==> src/rtl/xadc_sampler_pkg.sv <==
// xadc_sampler_pkg: shared types and constants for the XADC sampling controller.
//   state_e         : sequencing FSM states
//   DRP_ADDR_W/_DATA: DRP bus widths
//   VAUX0_ADDR      : DRP status address of auxiliary channel 0
//   DEFAULT_CLK_DIV : 50 MHz / 16 kHz sample-tick divider
package xadc_sampler_pkg;

  localparam int DRP_ADDR_W      = 7;
  localparam int DRP_DATA_W      = 16;
  localparam int DEFAULT_CLK_DIV = 3125;

  localparam logic [DRP_ADDR_W-1:0] VAUX0_ADDR = 7'h10;

  typedef enum logic [2:0] {
    ST_IDLE,
    ST_START,
    ST_WAIT_EOC,
    ST_READ,
    ST_WAIT_DRDY
  } state_e;

endpackage

==> src/rtl/xadc_sample_fifo.sv <==
// xadc_sample_fifo: first-word-fall-through sample FIFO.
//   clk, rst_n : clock, asynchronous active-low reset
//   push       : write push_data (accepted when not full, or full with a pop)
//   pop        : consume the head entry (ignored when empty)
//   rd_data    : head entry, forced to 0 while empty
//   full/empty : occupancy flags; level: current occupancy
//   drop       : one-cycle pulse when a push is refused because the FIFO is full
module xadc_sample_fifo #(
  parameter int DEPTH = 8,
  parameter int WIDTH = 12
) (
  input  logic                   clk,
  input  logic                   rst_n,
  input  logic                   push,
  input  logic [WIDTH-1:0]       push_data,
  input  logic                   pop,
  output logic [WIDTH-1:0]       rd_data,
  output logic                   full,
  output logic                   empty,
  output logic [$clog2(DEPTH):0] level,
  output logic                   drop
);

  localparam int PTR_W = $clog2(DEPTH);
  localparam int LVL_W = $clog2(DEPTH) + 1;

  logic [WIDTH-1:0] mem_q [DEPTH];
  logic [PTR_W-1:0] wr_ptr_q, wr_ptr_d;
  logic [PTR_W-1:0] rd_ptr_q, rd_ptr_d;
  logic [LVL_W-1:0] level_q, level_d;
  logic             do_push, do_pop;

  always_comb begin
    // NOTE: every signal written here gets a default first, so no path leaves
    // it unassigned and no latch is inferred.
    wr_ptr_d = wr_ptr_q;
    rd_ptr_d = rd_ptr_q;
    level_d  = level_q;

    do_pop  = pop && (level_q != '0);
    // A full FIFO still accepts a push when the head leaves in the same cycle.
    do_push = push && ((level_q != LVL_W'(DEPTH)) || do_pop);

    // Pointers are power-of-two wide, so they wrap on their own.
    if (do_push) wr_ptr_d = wr_ptr_q + 1'b1;
    if (do_pop)  rd_ptr_d = rd_ptr_q + 1'b1;

    if (do_push && !do_pop)      level_d = level_q + 1'b1;
    else if (do_pop && !do_push) level_d = level_q - 1'b1;
  end

  // NOTE: the storage array is deliberately not reset; the level counter alone
  // decides which entries are meaningful, and rd_data is masked while empty.
  always_ff @(posedge clk) begin
    if (do_push) mem_q[wr_ptr_q] <= push_data;
  end

  // NOTE: sequential state uses non-blocking assignments so every flop samples
  // the pre-edge value of the others.
  always_ff @(posedge clk or negedge rst_n) begin
    if (!rst_n) begin
      wr_ptr_q <= '0;
      rd_ptr_q <= '0;
      level_q  <= '0;
    end else begin
      wr_ptr_q <= wr_ptr_d;
      rd_ptr_q <= rd_ptr_d;
      level_q  <= level_d;
    end
  end

  assign empty   = (level_q == '0);
  assign full    = (level_q == LVL_W'(DEPTH));
  assign level   = level_q;
  assign drop    = push && !do_push;
  assign rd_data = empty ? '0 : mem_q[rd_ptr_q];

endmodule

==> src/rtl/xadc_sampler.sv <==
// xadc_sampler: fixed-rate XADC conversion controller (event-driven, single channel).
//   dclk_in, reset_n_in        : DRP clock, asynchronous active-low reset
//   enable_in                  : run the sample-rate divider
//   status_clr_in              : clears the sticky flags (a same-cycle set wins)
//   convst_out, busy_in, eoc_in, channel_in : XADC conversion handshake
//   den_out, dwe_out, daddr_out, di_out, drdy_in, do_in : DRP master (read only)
//   sample_out, sample_valid_out, sample_ready_in, fifo_level_out : sample stream
//   overrun_out, missed_tick_out, timeout_out : sticky status flags
// Build option: define XADC_SAMPLER_SIGNED_EN to store samples as two's complement
// (MSB inverted at FIFO write); otherwise samples stay offset binary.
module xadc_sampler
  import xadc_sampler_pkg::*;
#(
  parameter int CLK_DIV      = DEFAULT_CLK_DIV,
  parameter int FIFO_DEPTH   = 8,
  parameter int DRDY_TIMEOUT = 255,
  parameter int SAMPLE_W     = 12
) (
  input  logic                        dclk_in,
  input  logic                        reset_n_in,
  input  logic                        enable_in,
  input  logic                        status_clr_in,
  output logic                        convst_out,
  input  logic                        busy_in,
  input  logic                        eoc_in,
  input  logic [4:0]                  channel_in,
  output logic                        den_out,
  output logic                        dwe_out,
  output logic [DRP_ADDR_W-1:0]       daddr_out,
  output logic [DRP_DATA_W-1:0]       di_out,
  input  logic                        drdy_in,
  input  logic [DRP_DATA_W-1:0]       do_in,
  output logic [SAMPLE_W-1:0]         sample_out,
  output logic                        sample_valid_out,
  input  logic                        sample_ready_in,
  output logic [$clog2(FIFO_DEPTH):0] fifo_level_out,
  output logic                        overrun_out,
  output logic                        missed_tick_out,
  output logic                        timeout_out
);

  localparam int TO_W = $clog2(DRDY_TIMEOUT + 1);
  localparam logic [15:0] DIV_LAST = 16'(CLK_DIV - 1);
  // The den_out cycle counts as the first cycle of the wait window, so the
  // counter (cleared in READ) fires two short of DRDY_TIMEOUT and timeout_out
  // rises exactly DRDY_TIMEOUT cycles after den_out.
  localparam logic [TO_W-1:0] TO_LAST = TO_W'(DRDY_TIMEOUT - 2);

  state_e                state_q, state_d;
  logic [15:0]           div_cnt_q, div_cnt_d;
  logic [TO_W-1:0]       to_cnt_q, to_cnt_d;
  logic [DRP_ADDR_W-1:0] daddr_q, daddr_d;
  logic                  convst_q, convst_d;
  logic                  den_q, den_d;
  logic                  overrun_q, overrun_d;
  logic                  missed_q, missed_d;
  logic                  timeout_q, timeout_d;
  logic                  tick, push, timeout_set, missed_set;
  logic [SAMPLE_W-1:0]   push_data;
  logic                  fifo_empty, fifo_drop;
  logic                  unused_fifo_full;
  logic                  unused_do_lsbs;

  assign unused_do_lsbs = ^do_in[DRP_DATA_W-SAMPLE_W-1:0];

  always_comb begin
    state_d     = state_q;
    daddr_d     = daddr_q;
    to_cnt_d    = to_cnt_q;
    push        = 1'b0;
    timeout_set = 1'b0;

    // Sample-rate divider: held at 0 while disabled, one-cycle tick at the top.
    tick = enable_in && (div_cnt_q == DIV_LAST);
    if (!enable_in || tick) div_cnt_d = '0;
    else                    div_cnt_d = div_cnt_q + 1'b1;

    case (state_q)
      ST_IDLE:      if (tick && !busy_in) state_d = ST_START;
      ST_START:     state_d = ST_WAIT_EOC;
      ST_WAIT_EOC: begin
        if (eoc_in) begin
          daddr_d = {{(DRP_ADDR_W-5){1'b0}}, channel_in};
          state_d = ST_READ;
        end
      end
      ST_READ: begin
        to_cnt_d = '0;
        state_d  = ST_WAIT_DRDY;
      end
      ST_WAIT_DRDY: begin
        if (drdy_in) begin
          push    = 1'b1;
          state_d = ST_IDLE;
        end else if (to_cnt_q == TO_LAST) begin
          timeout_set = 1'b1;
          state_d     = ST_IDLE;
        end else begin
          to_cnt_d = to_cnt_q + 1'b1;
        end
      end
      default:      state_d = ST_IDLE;
    endcase

    // Any tick that cannot start a conversion is reported, never queued.
    missed_set = tick && ((state_q != ST_IDLE) || busy_in);

    // Pulses are registered copies of the state they belong to.
    convst_d = (state_d == ST_START);
    den_d    = (state_d == ST_READ);

    overrun_d = fifo_drop   || (overrun_q && !status_clr_in);
    missed_d  = missed_set  || (missed_q  && !status_clr_in);
    timeout_d = timeout_set || (timeout_q && !status_clr_in);

    push_data = do_in[DRP_DATA_W-1 -: SAMPLE_W];
`ifdef XADC_SAMPLER_SIGNED_EN
    push_data[SAMPLE_W-1] = ~push_data[SAMPLE_W-1];
`endif
  end

  always_ff @(posedge dclk_in or negedge reset_n_in) begin
    if (!reset_n_in) begin
      state_q   <= ST_IDLE;
      div_cnt_q <= '0;
      to_cnt_q  <= '0;
      daddr_q   <= '0;
      convst_q  <= 1'b0;
      den_q     <= 1'b0;
      overrun_q <= 1'b0;
      missed_q  <= 1'b0;
      timeout_q <= 1'b0;
    end else begin
      state_q   <= state_d;
      div_cnt_q <= div_cnt_d;
      to_cnt_q  <= to_cnt_d;
      daddr_q   <= daddr_d;
      convst_q  <= convst_d;
      den_q     <= den_d;
      overrun_q <= overrun_d;
      missed_q  <= missed_d;
      timeout_q <= timeout_d;
    end
  end

  xadc_sample_fifo #(
    .DEPTH (FIFO_DEPTH),
    .WIDTH (SAMPLE_W)
  ) u_fifo (
    .clk       (dclk_in),
    .rst_n     (reset_n_in),
    .push      (push),
    .push_data (push_data),
    .pop       (sample_ready_in),
    .rd_data   (sample_out),
    .full      (unused_fifo_full),
    .empty     (fifo_empty),
    .level     (fifo_level_out),
    .drop      (fifo_drop)
  );

  assign sample_valid_out = !fifo_empty;
  assign convst_out       = convst_q;
  assign den_out          = den_q;
  assign daddr_out        = daddr_q;
  assign dwe_out          = 1'b0;
  assign di_out           = '0;
  assign overrun_out      = overrun_q;
  assign missed_tick_out  = missed_q;
  assign timeout_out      = timeout_q;

endmodule

==> config.mk <==
export PLATFORM = sky130hd
export DESIGN_NAME = xadc_sampler
export DESIGN_NICKNAME = d
export VERILOG_FILES = /design/src/rtl/xadc_sampler_pkg.sv /design/src/rtl/xadc_sample_fifo.sv /design/src/rtl/xadc_sampler.sv
export SDC_FILE = /design/constraint.sdc
export NUM_CORES = 1
export LEC_CHECK = 0
export CAP_MARGIN = 10
export CELL_PAD_IN_SITES_DETAIL_PLACEMENT = 2
export CELL_PAD_IN_SITES_GLOBAL_PLACEMENT = 2
export CORE_MARGIN = 4
export CORE_UTILIZATION = 40
export CTS_BUF_LIST = sky130_fd_sc_hd__clkbuf_16
export DETAILED_ROUTE_END_ITERATION = 7
export PLACE_DENSITY_LB_ADDON = 0.1
export SLEW_MARGIN = 0
export SYNTH_ARGS = -nofsm -noshare
export SYNTH_HDL_FRONTEND = slang
export SYNTH_SLANG_ARGS = --single-unit
==> constraint.sdc <==
create_clock -name dclk_in -period 2.85 [get_ports dclk_in]
set_input_delay 0.4275 -clock dclk_in [delete_from_list [all_inputs] [get_ports dclk_in]]
set_output_delay 0.4275 -clock dclk_in [all_outputs]
set_load 0.03 [all_outputs]
==> flow_summary.json <==
{
  "fin_crit_sh_pct": 94.6,
  "diodes": 0,
  "antenna_found_initial": 0,
  "timing.rr.start": "state_q[0]",
  "start_util_pct": 40.7,
  "cts_tree": "yes",
  "vias_per_cell": 5.29,
  "grt_pass1_vias": 4085,
  "critPathLaunch": "u_fifo.rd_ptr_q[0]",
  "rsz0062_at_grt": "false",
  "vdd_ir_drop_max_mv": 0.422,
  "drt_first_pass_iters": 4,
  "arrival_ns": 2.27,
  "wl_per_cell_um": 21.4,
  "outcome": "finished, final reports clean",
  "ys_ff_latch": 143,
  "root_buffer": "clkbuf_16",
  "crit_type": "reg2out",
  "syn_inst": 404,
  "min_period_ns": 2.70,
  "async_flop_share_pct": 32.9,
  "die_w_um": 132,
  "h-tree-depth": 4,
  "clockBufferDepth": 2,
  "clock-sinks": 143,
  "vias": 3623,
  "coreArea_sq_um": 15100,
  "drc": 0,
  "tns_ns": 0,
  "maxSlewHeadroom_pct": 60.2,
  "critPathSlowestCell": "mux4_2",
  "fin_cells": 685,
  "drive_above_1_share_pct": 19.3,
  "reg2reg_to": "u_fifo.level[3]",
  "hp-class": "in2async",
  "nNetsFinal": 523,
  "finalWeightedCongestion": 0.674,
  "final-max-slew-violation-count": 0,
  "p_leak_nw": 2.85,
  "wl_um": 14700,
  "row_count": 45,
  "power.density_nw_per_um2": 883,
  "crit_fanout": 26,
  "syn2layout_area_growth_pct": 23.7,
  "insertion_delay_ns": 0.43,
  "io_pins": 75,
  "cp-endpoint": "sample_out[7]",
  "synthesis.area_sq_um": 6160,
  "slowest_delay_ns": 0.55,
  "yosys_warnings": 0,
  "worst_slew_pin_slew_ns": 0.593,
  "endpoint_kind": "output pin",
  "die_area_sq_um": 17500,
  "rr_worst_depth": 9,
  "ys_seq_area_share_pct": 65.9,
  "grt.total_usage_pct": 17.5,
  "maxCapViolCount": 0,
  "grt_pass1_wl_um": 23200,
  "synth_cell_types": 51,
  "drtIter0Drc": 197,
  "avgSynthCellArea_sq_um": 15.3,
  "grt-ovfl-total": 0,
  "yosys_most_used_dff": "edfxtp_1",
  "utilization_pct": 50.3,
  "max_freq_ghz": 0.371,
  "final.setup_skew_ns": 0.0145,
  "final_common_cell": "edfxtp_1",
  "cts.clk_slew.worst_paths_ns": 0.06,
  "grt_max_degree": 35,
  "ant_nets": 0,
  "dieHeight_um": 132,
  "port_buffers": 51,
  "reg2reg_slack_ns": 0.36,
  "setup_viol": 0,
  "post-dp-hpwl_um": 9160,
  "path_cells": "buf_12 > mux4_2 > mux2i_1 > nor2_1 > dlygate4sd2_1",
  "worstPathRequired_ns": 2.42,
  "synth-edff-count": 96,
  "place_inst": 652,
  "start_kind": "register",
  "hold_viol_final": 0,
  "cts_buffers": 17,
  "most-common-layout-cells": "96 x edfxtp_1, 47 x dfrtp_1, 40 x nor2_1"
}
area by class of cell:
class	instances	area (sq um)
fill	1426	7520
sequential	143	4060
multi-input combinational	232	1920
timing repair buffer	77	716
clock buffer	17	425
tap	188	235
clock inverter	15	216
inverter	13	48.8
stage by stage:
| step | power, mW | area, sq um | hold WS (ns) | setup WS, ns |
|---|---|---|---|---|
| 5_1_grt | 7.03 | 7620 | 0.470 | 0.0318 |
| 3_3_place_gp | 4.38 | 6980 | 0.341 | 0.157 |
| 2_1_floorplan | 3.71 | 6240 | 0.132 | 0.121 |
| 4_1_cts | 6.83 | 7620 | 0.418 | 0.00642 |
| 6_report | 6.73 | 7620 | 0.428 | 0.154 |
| 3_5_place_dp | 4.44 | 6980 | 0.350 | 0.104 |
cell families (layout without fill, tap and decap cells):
kind of cell	Yosys count	count (layout)	share of synthesized area [%]
multiplexers	46	46	12.5
AND/OR/NAND/NOR	106	106	8.81
AO/OA/AOI/OAI	31	31	3.43
other	1	19	0.0608
buffers and inverters	47	122	4.34
XOR/XNOR	20	20	2.84
adder cells (fa/ha/maj)	10	10	2.15
flip-flops	143	143	65.9
state kept, by name, summed over array words and instances, names as in the netlist:
register	cells
overrun_out	1
convst_out	1
u_fifo.mem_q	96
to_cnt_q	8
div_cnt_q	16
missed_tick_out	1
daddr_out	5
u_fifo.rd_ptr_q	3
u_fifo.wr_ptr_q	3
state_q	3
timeout_out	1
u_fifo.level	4
den_out	1
power by group:
part	switching, mW	total (mW)	internal [mW]
combinational	1.06	1.89	0.830
sequential	0.107	2.39	2.28
clock	0.901	2.45	1.55
routing by layer:
metal	wire [um]	global-route usage (%)
met5	0	0
met4	312	7.00
met3	685	5.80
met2	7710	30.0
met1	5950	20.3
timing repair:
action	4_1_cts	5_1_grt
gates resized for setup	10	1
hold buffers	1	0
endpoints found under the hold margin	13	0
pin swaps	0	0
setup buffers	0	0
endpoints found under the setup margin	10	1
how the worst min path moves through the flow:
stage          depth (start not counted)  slack [ns]  startpoint         endpoint
2_1_floorplan                          0        0.13  reset_n_in       convst_out
3_3_place_gp                           1        0.34  reset_n_in    div_cnt_q[12]
3_5_place_dp                           1        0.35  reset_n_in    div_cnt_q[12]
4_1_cts                                2        0.42  reset_n_in  u_fifo.level[3]
5_1_grt                                2        0.47  reset_n_in    div_cnt_q[12]
6_report                               2        0.43  reset_n_in    div_cnt_q[12]
worst max-delay path: cells and delay by family (launching register included):
family	cells	cell delay (ns)
DFF	1	0.37
muxes	2	0.79
buffers and inverters	2	0.59
and+or+nand+nor	1	0.07
synth_stat cells, drive strengths merged (2+ instances only):
| cell | n | share of area [%] |
|---|---|---|
| mux2 | 8 | 1.5 |
| nand2b | 4 | 0.41 |
| nor2 | 40 | 2.4 |
| dfrtp | 47 | 19 |
| nor4 | 6 | 0.61 |
| o31ai | 2 | 0.24 |
| clkbuf | 8 | 0.49 |
| edfxtp | 96 | 47 |
| mux4 | 24 | 8.8 |
| nor4b | 2 | 0.53 |
| nand2 | 14 | 0.85 |
| nand4 | 4 | 0.41 |
| xor2 | 2 | 0.28 |
| o2111ai | 2 | 0.28 |
| inv | 13 | 0.79 |
| xnor2 | 18 | 2.6 |
| nor3 | 9 | 0.73 |
| mux2i | 14 | 2.3 |
| o21ai | 10 | 0.87 |
| buf | 26 | 3.1 |
| o211ai | 2 | 0.24 |
| a21oi | 5 | 0.41 |
| or3 | 6 | 0.61 |
| nand3 | 12 | 1.1 |
| or4 | 2 | 0.24 |
| ha | 9 | 1.8 |
| a211oi | 2 | 0.24 |
Power figures use the tool's default switching activity.
